### src/rtl/pc_sequencer_pkg.sv
// Project-wide address and thread constants shared by the fetch front end.
package pc_sequencer_pkg;

  localparam int IMEM_ADDR_W     = 10;
  localparam int DMEM_ADDR_W     = 12;

  localparam int PC_WIDTH_DEF    = IMEM_ADDR_W;
  localparam int NUM_THREADS_DEF = 4;
  localparam int TID_WIDTH_DEF   = 2;
  localparam int START_ADDR_DEF  = 0;

  // Thread-id width an integrator should pick for a given thread count.
  function automatic int tid_width(input int n);
    return (n <= 1) ? 1 : $clog2(n);
  endfunction

endpackage

### src/rtl/pc_sequencer_rr_arbiter.sv
// Round-robin selector: grants the first requester after the last grant,
// wrapping modulo NUM_REQ.
module rr_arbiter
  import pc_sequencer_pkg::*;
#(
  parameter int NUM_REQ   = NUM_THREADS_DEF,
  parameter int TID_WIDTH = TID_WIDTH_DEF
) (
  input  logic [NUM_REQ-1:0]   req,
  input  logic [TID_WIDTH-1:0] last,
  output logic [TID_WIDTH-1:0] grant,
  output logic                 grant_valid
);

  int best;
  int off;

  // Pick the requester with the smallest rotated distance from last+1.
  always_comb begin
    grant       = '0;
    grant_valid = 1'b0;
    best        = NUM_REQ;
    off         = 0;
    for (int j = 0; j < NUM_REQ; j++) begin
      if (req[j]) begin
        off = (j + NUM_REQ - 1 - int'(last)) % NUM_REQ;
        if (off < best) begin
          best        = off;
          grant       = TID_WIDTH'(j);
          grant_valid = 1'b1;
        end
      end
    end
  end

endmodule

### src/rtl/pc_sequencer.sv
// Multithreaded fetch PC sequencer: one PC per thread, round-robin issue,
// per-thread redirect that overrides the post-issue increment.
module pc_sequencer
  import pc_sequencer_pkg::*;
#(
  parameter int PC_WIDTH    = PC_WIDTH_DEF,
  parameter int NUM_THREADS = NUM_THREADS_DEF,
  parameter int TID_WIDTH   = TID_WIDTH_DEF,
  parameter int START_ADDR  = START_ADDR_DEF
) (
  input  logic                   clk,
  input  logic                   reset,
  input  logic                   en,
  input  logic [NUM_THREADS-1:0] thread_en,
  input  logic                   br_valid,
  input  logic [TID_WIDTH-1:0]   br_thread,
  input  logic [PC_WIDTH-1:0]    br_target,
  output logic [PC_WIDTH-1:0]    pc_out,
  output logic [TID_WIDTH-1:0]   pc_tid,
  output logic                   pc_valid
);

  localparam logic [PC_WIDTH-1:0]  RST_PC   = PC_WIDTH'(START_ADDR);
  localparam logic [TID_WIDTH-1:0] RST_LAST = TID_WIDTH'(NUM_THREADS - 1);

  // Sequential increment; all-ones rolls over to zero.
  function automatic logic [PC_WIDTH-1:0] pc_inc(input logic [PC_WIDTH-1:0] pc);
    return pc + PC_WIDTH'(1);
  endfunction

  logic [PC_WIDTH-1:0]  pc_q [NUM_THREADS];
  logic [TID_WIDTH-1:0] last_tid;
  logic [TID_WIDTH-1:0] grant;
  logic                 grant_valid;
  logic                 issue;
  logic                 br_hit;
  logic [PC_WIDTH-1:0]  sel_pc;

  rr_arbiter #(
    .NUM_REQ   (NUM_THREADS),
    .TID_WIDTH (TID_WIDTH)
  ) u_rr_arbiter (
    .req         (thread_en),
    .last        (last_tid),
    .grant       (grant),
    .grant_valid (grant_valid)
  );

  // Issue qualification, redirect range check and selected-PC mux.
  always_comb begin
    issue  = en & grant_valid;
    br_hit = br_valid && (int'(br_thread) < NUM_THREADS);
    sel_pc = '0;
    for (int i = 0; i < NUM_THREADS; i++) begin
      if (grant == TID_WIDTH'(i)) sel_pc = pc_q[i];
    end
  end

  // Per-thread PCs: redirect has priority over the issue increment.
  always_ff @(posedge clk or negedge reset) begin
    if (!reset) begin
      for (int i = 0; i < NUM_THREADS; i++) pc_q[i] <= RST_PC;
    end else begin
      for (int i = 0; i < NUM_THREADS; i++) begin
        if (br_hit && (br_thread == TID_WIDTH'(i))) begin
          pc_q[i] <= br_target;
        end else if (issue && (grant == TID_WIDTH'(i))) begin
          pc_q[i] <= pc_inc(pc_q[i]);
        end
      end
    end
  end

  // Registered issue outputs and round-robin history.
  always_ff @(posedge clk or negedge reset) begin
    if (!reset) begin
      pc_out   <= RST_PC;
      pc_tid   <= '0;
      pc_valid <= 1'b0;
      last_tid <= RST_LAST;
    end else begin
      pc_valid <= issue;
      if (issue) begin
        pc_out   <= sel_pc;
        pc_tid   <= grant;
        last_tid <= grant;
      end
    end
  end

endmodule

### config.mk
export PLATFORM = sky130hd
export DESIGN_NAME = pc_sequencer
export DESIGN_NICKNAME = d
export VERILOG_FILES = /design/src/rtl/pc_sequencer_pkg.sv /design/src/rtl/pc_sequencer_rr_arbiter.sv /design/src/rtl/pc_sequencer.sv
export SDC_FILE = /design/constraint.sdc
export NUM_CORES = 1
export LEC_CHECK = 0
export BUFFER_PORTS_ARGS = -buffer_cell sky130_fd_sc_hd__buf_2
export CAP_MARGIN = 30
export CORE_AREA = 2 2 101 74
export CTS_CLUSTER_DIAMETER = 80
export DETAILED_ROUTE_END_ITERATION = 8
export DIE_AREA = 0 0 103 76
export MAX_ROUTING_LAYER = met4
export PLACE_DENSITY = 0.68
export RECOVER_POWER = 100
export SETUP_SLACK_MARGIN = 0.15
export SYNTH_ARGS = -nofsm -noshare
export SYNTH_HDL_FRONTEND = slang
export SYNTH_SLANG_ARGS = --single-unit
### constraint.sdc
create_clock -name clk -period 6.5 [get_ports clk]
set_clock_uncertainty 0.15 [all_clocks]
set_input_delay 0.65 -clock clk [delete_from_list [all_inputs] [get_ports clk]]
set_output_delay 0.65 -clock clk [all_outputs]
set_load 0.01 [all_outputs]
==> results.yml <==
run_status:
  status: "finished with violations"
  violations: "max-capacitance violations, max-slew violations"
power:
  power_frac_clock_pct: 12.5
  leakagePower_nw: 1.39
  p_total_mw: 1.55
  switchingPower_mw: 0.710
  ir_worst_vdd_mv: 0.156
  p_int_mw: 0.836
  p_comb_share_pct: 46.3
  power_density_nw_per_um2: 434
  seq_power_share_pct: 41.2
  p_sw_share_pct: 45.9
floorplanning:
  die_w_um: 103
  design.core.area_um2: 6960
  rows: 26
  die_area_um2: 7830
  fp.dieH_um: 76
  ioPinCount: 33
  initial_core_util_pct: 47.8
synth:
  synthAdderAreaFrac_pct: 2.26
  yosys.area_share.simple_pct: 20.2
  synth_warnings: 0
  synth-seq-cells: 55
  synthTopCellsByArea: "dfrtp_1 (40%), xnor2_1 (5.8%), o21ai_0 (5.4%)"
  synth-xor-area-share_pct: 9.47
  synthesis.nets: 399
  synth_top_area_share_pct: 39.8
  yosysSeqAreaShare_pct: 41.4
  synth_top_family_by_area: "compound AO/OA/AOI/OAI gates"
  synth_compound_area_share_pct: 20.8
  syn-cell-area_um2: 3330
  avgSynthCellArea_um2: 8.92
  synth-async-reset-ratio_pct: 100
  synth-edff-count: 0
  synth_cells: 373
  yosysTopAreaCell: "dfrtp_1"
  yosysMostFrequentCell: "dfrtp_1"
  synth_cell_types: 51
  netlist_top_cells_count: "dfrtp_1 (53), o21ai_0 (36), nand2_1 (34), nor2_1 (29), a21oi_1 (26)"
  muxShareOfSynthArea_pct: 1.88
  dominantRegCellSynth: "dfrtp_1"
clock_network:
  cts.sinks: 55
  post-cts-setup-buffer-count: 0
  clkLatencyLatePin_ns: 0.32
  hold_buffers: 0
  cts_tree: "built"
  cts-htree-levels: 2
  cts_buffers: 5
  cts_resized: 0
  cts.path.max_buffers: 2
  clkTransAtPathRegs_ns: 0.11
  root_buffer: "clkbuf_8"
sta:
  fmax_mhz: 224
  fin_setup_tns_ns: 0
  slew_headroom_pct: -98.7
  rsz0062_at_grt: "no"
  slew_viol_final: 56
  finalCriticalPeriod_ns: 4.46
  layout_setup_ws_ns: 2.04
  post-route-period-util_pct: 68.6
  hold_viol: 0
  worstMarginPinSlew_ns: 2.98
  setup_viol: 0
setup_path:
  crit_slowest_cell: "o21ai_0"
  crit_chain: "xnor2_1 > inv_1 > ha_1 > nand2b_1 > o22ai_1 > a21oi_1 > ha_1 > o41ai_1 > o21ai_0 > and2_0 > mux2i_1 > o21ai_0"
  cpPeakStageDelay_ns: 0.98
  end_kind: "register"
  required_ns: 6.56
  path_class: "register to register"
  worst-path-max-fanout: 12
  cp.arrival_ns: 4.52
  cp-start-kind: "register"
grt:
  antenna_found_initial: 0
  grt_overflow: 0
  first_global_vias: 2795
  grt_max_degree: 56
  grt_pass1_wl_mm: 15.2
  grt_usage_pct: 25.7
cells_and_area:
  drive_above_1_share_pct: 9.11
  n_antenna_cell: 0
  design_area_um2: 3560
  fin_nets: 420
  area_growth_pct: 7.11
place:
  place_ws_ns: 2.71
  hpwl_mm: 6.63
  numPortBuffers: 32
  place_area_um2: 3540
  gp_congestion: 0.887
detailed_routing:
  firstDrtPassIters: 5
  dr_total_vias: 2965
  drt-vias-per-instance: 6.01
  final_antenna_net_count: 0
  drtIter0Drc: 390
  wl_per_cell_um: 18.8
  routed_wl_mm: 9.27
  drc: 0
run:
  maxCapViolCount: 1
worst_hold_path:
  min-delay-path-class: "register to register"
through the flow:
step	hold slack (ns)	cells	util, %
2_1_floorplan	0.204	373	-
3_3_place_gp	0.347	483	50.8
3_5_place_dp	0.343	484	50.8
4_1_cts	0.346	492	52.0
5_1_grt	0.406	493	51.2
6_report	0.367	493	51.2
flip-flops by register name, indices dropped and copies added, names as in the netlist:
register,count
pc_out,10
pc_q,40
pc_valid,1
pc_tid,2
last_tid,2
power by group through the flow:
stage,combinational [mW],sequential (mW),clock [mW]
after floorplan,0.553,0.592,0
after global placement,0.713,0.629,0
after detailed placement,0.739,0.632,0
after CTS,0.740,0.628,0.194
after global routing,0.797,0.657,0.210
final,0.716,0.637,0.193
cells by family after synthesis:
family	Yosys count
and+or+nand+nor	136
adders and majority gates	6
xor gates and xnor gates	36
AOI/OAI and AO/OA	104
DFF	55
buffers and inverters	30
muxes	6
critical path: cells and delay by family, from the launching register on:
family | cells | cell delay, ns
AND/OR/NAND/NOR | 2 | 0.91
adder cells (fa/ha/maj) | 2 | 0.56
AO/OA/AOI/OAI | 5 | 1.45
multiplexers | 1 | 0.24
XOR/XNOR | 1 | 0.23
buffers and inverters | 1 | 0.08
flip-flops | 1 | 0.74
layout by cell type (no fill, tap or decap), types with 5 or more instances in the layout:
master	count
dfrtp_1	53
o21ai_0	39
nand2_1	34
nor2_1	29
a21oi_1	26
xnor2_1	22
nand3_1	21
buf_2	19
clkbuf_1	16
xor2_1	14
a22oi_1	11
nor3_1	10
a221oi_1	10
and3_1	9
inv_1	7
nand4_1	7
ha_1	6
clkbuf_8	5
cell type report:
cell class / count / area [um2]
tap: 98 / 123
timing repair buffer: 37 / 170
sequential: 55 / 1380
clock buffer: 5 / 68.8
inverter: 7 / 26.3
multi-input combinational: 288 / 1780
fill: 683 / 3400
clock inverter: 3 / 15.0
layer usage:
metal	up-vias	global-route usage, %	share of wire (%)
li1	1383	-	-
met1	1433	39.2	47
met2	135	34.2	42
met3	14	7.25	9.6
met4	0	4.61	1.2
met5	-	-	0
worst paths after layout:
path	cells after the start	to	slack, ns	start
setup reg to reg	12	pc_q[31]	2.04	last_tid[0]
hold / removal	1	pc_tid[0]	0.37	pc_tid[0]
hold reg to reg	1	pc_tid[0]	0.37	pc_tid[0]
min in group asynchronous	2	pc_q[35]	1.24	reset
max in group asynchronous	2	pc_q[28]	3.28	reset
setup / recovery	12	pc_q[31]	2.04	last_tid[0]
(Power assumes the default switching activity.)
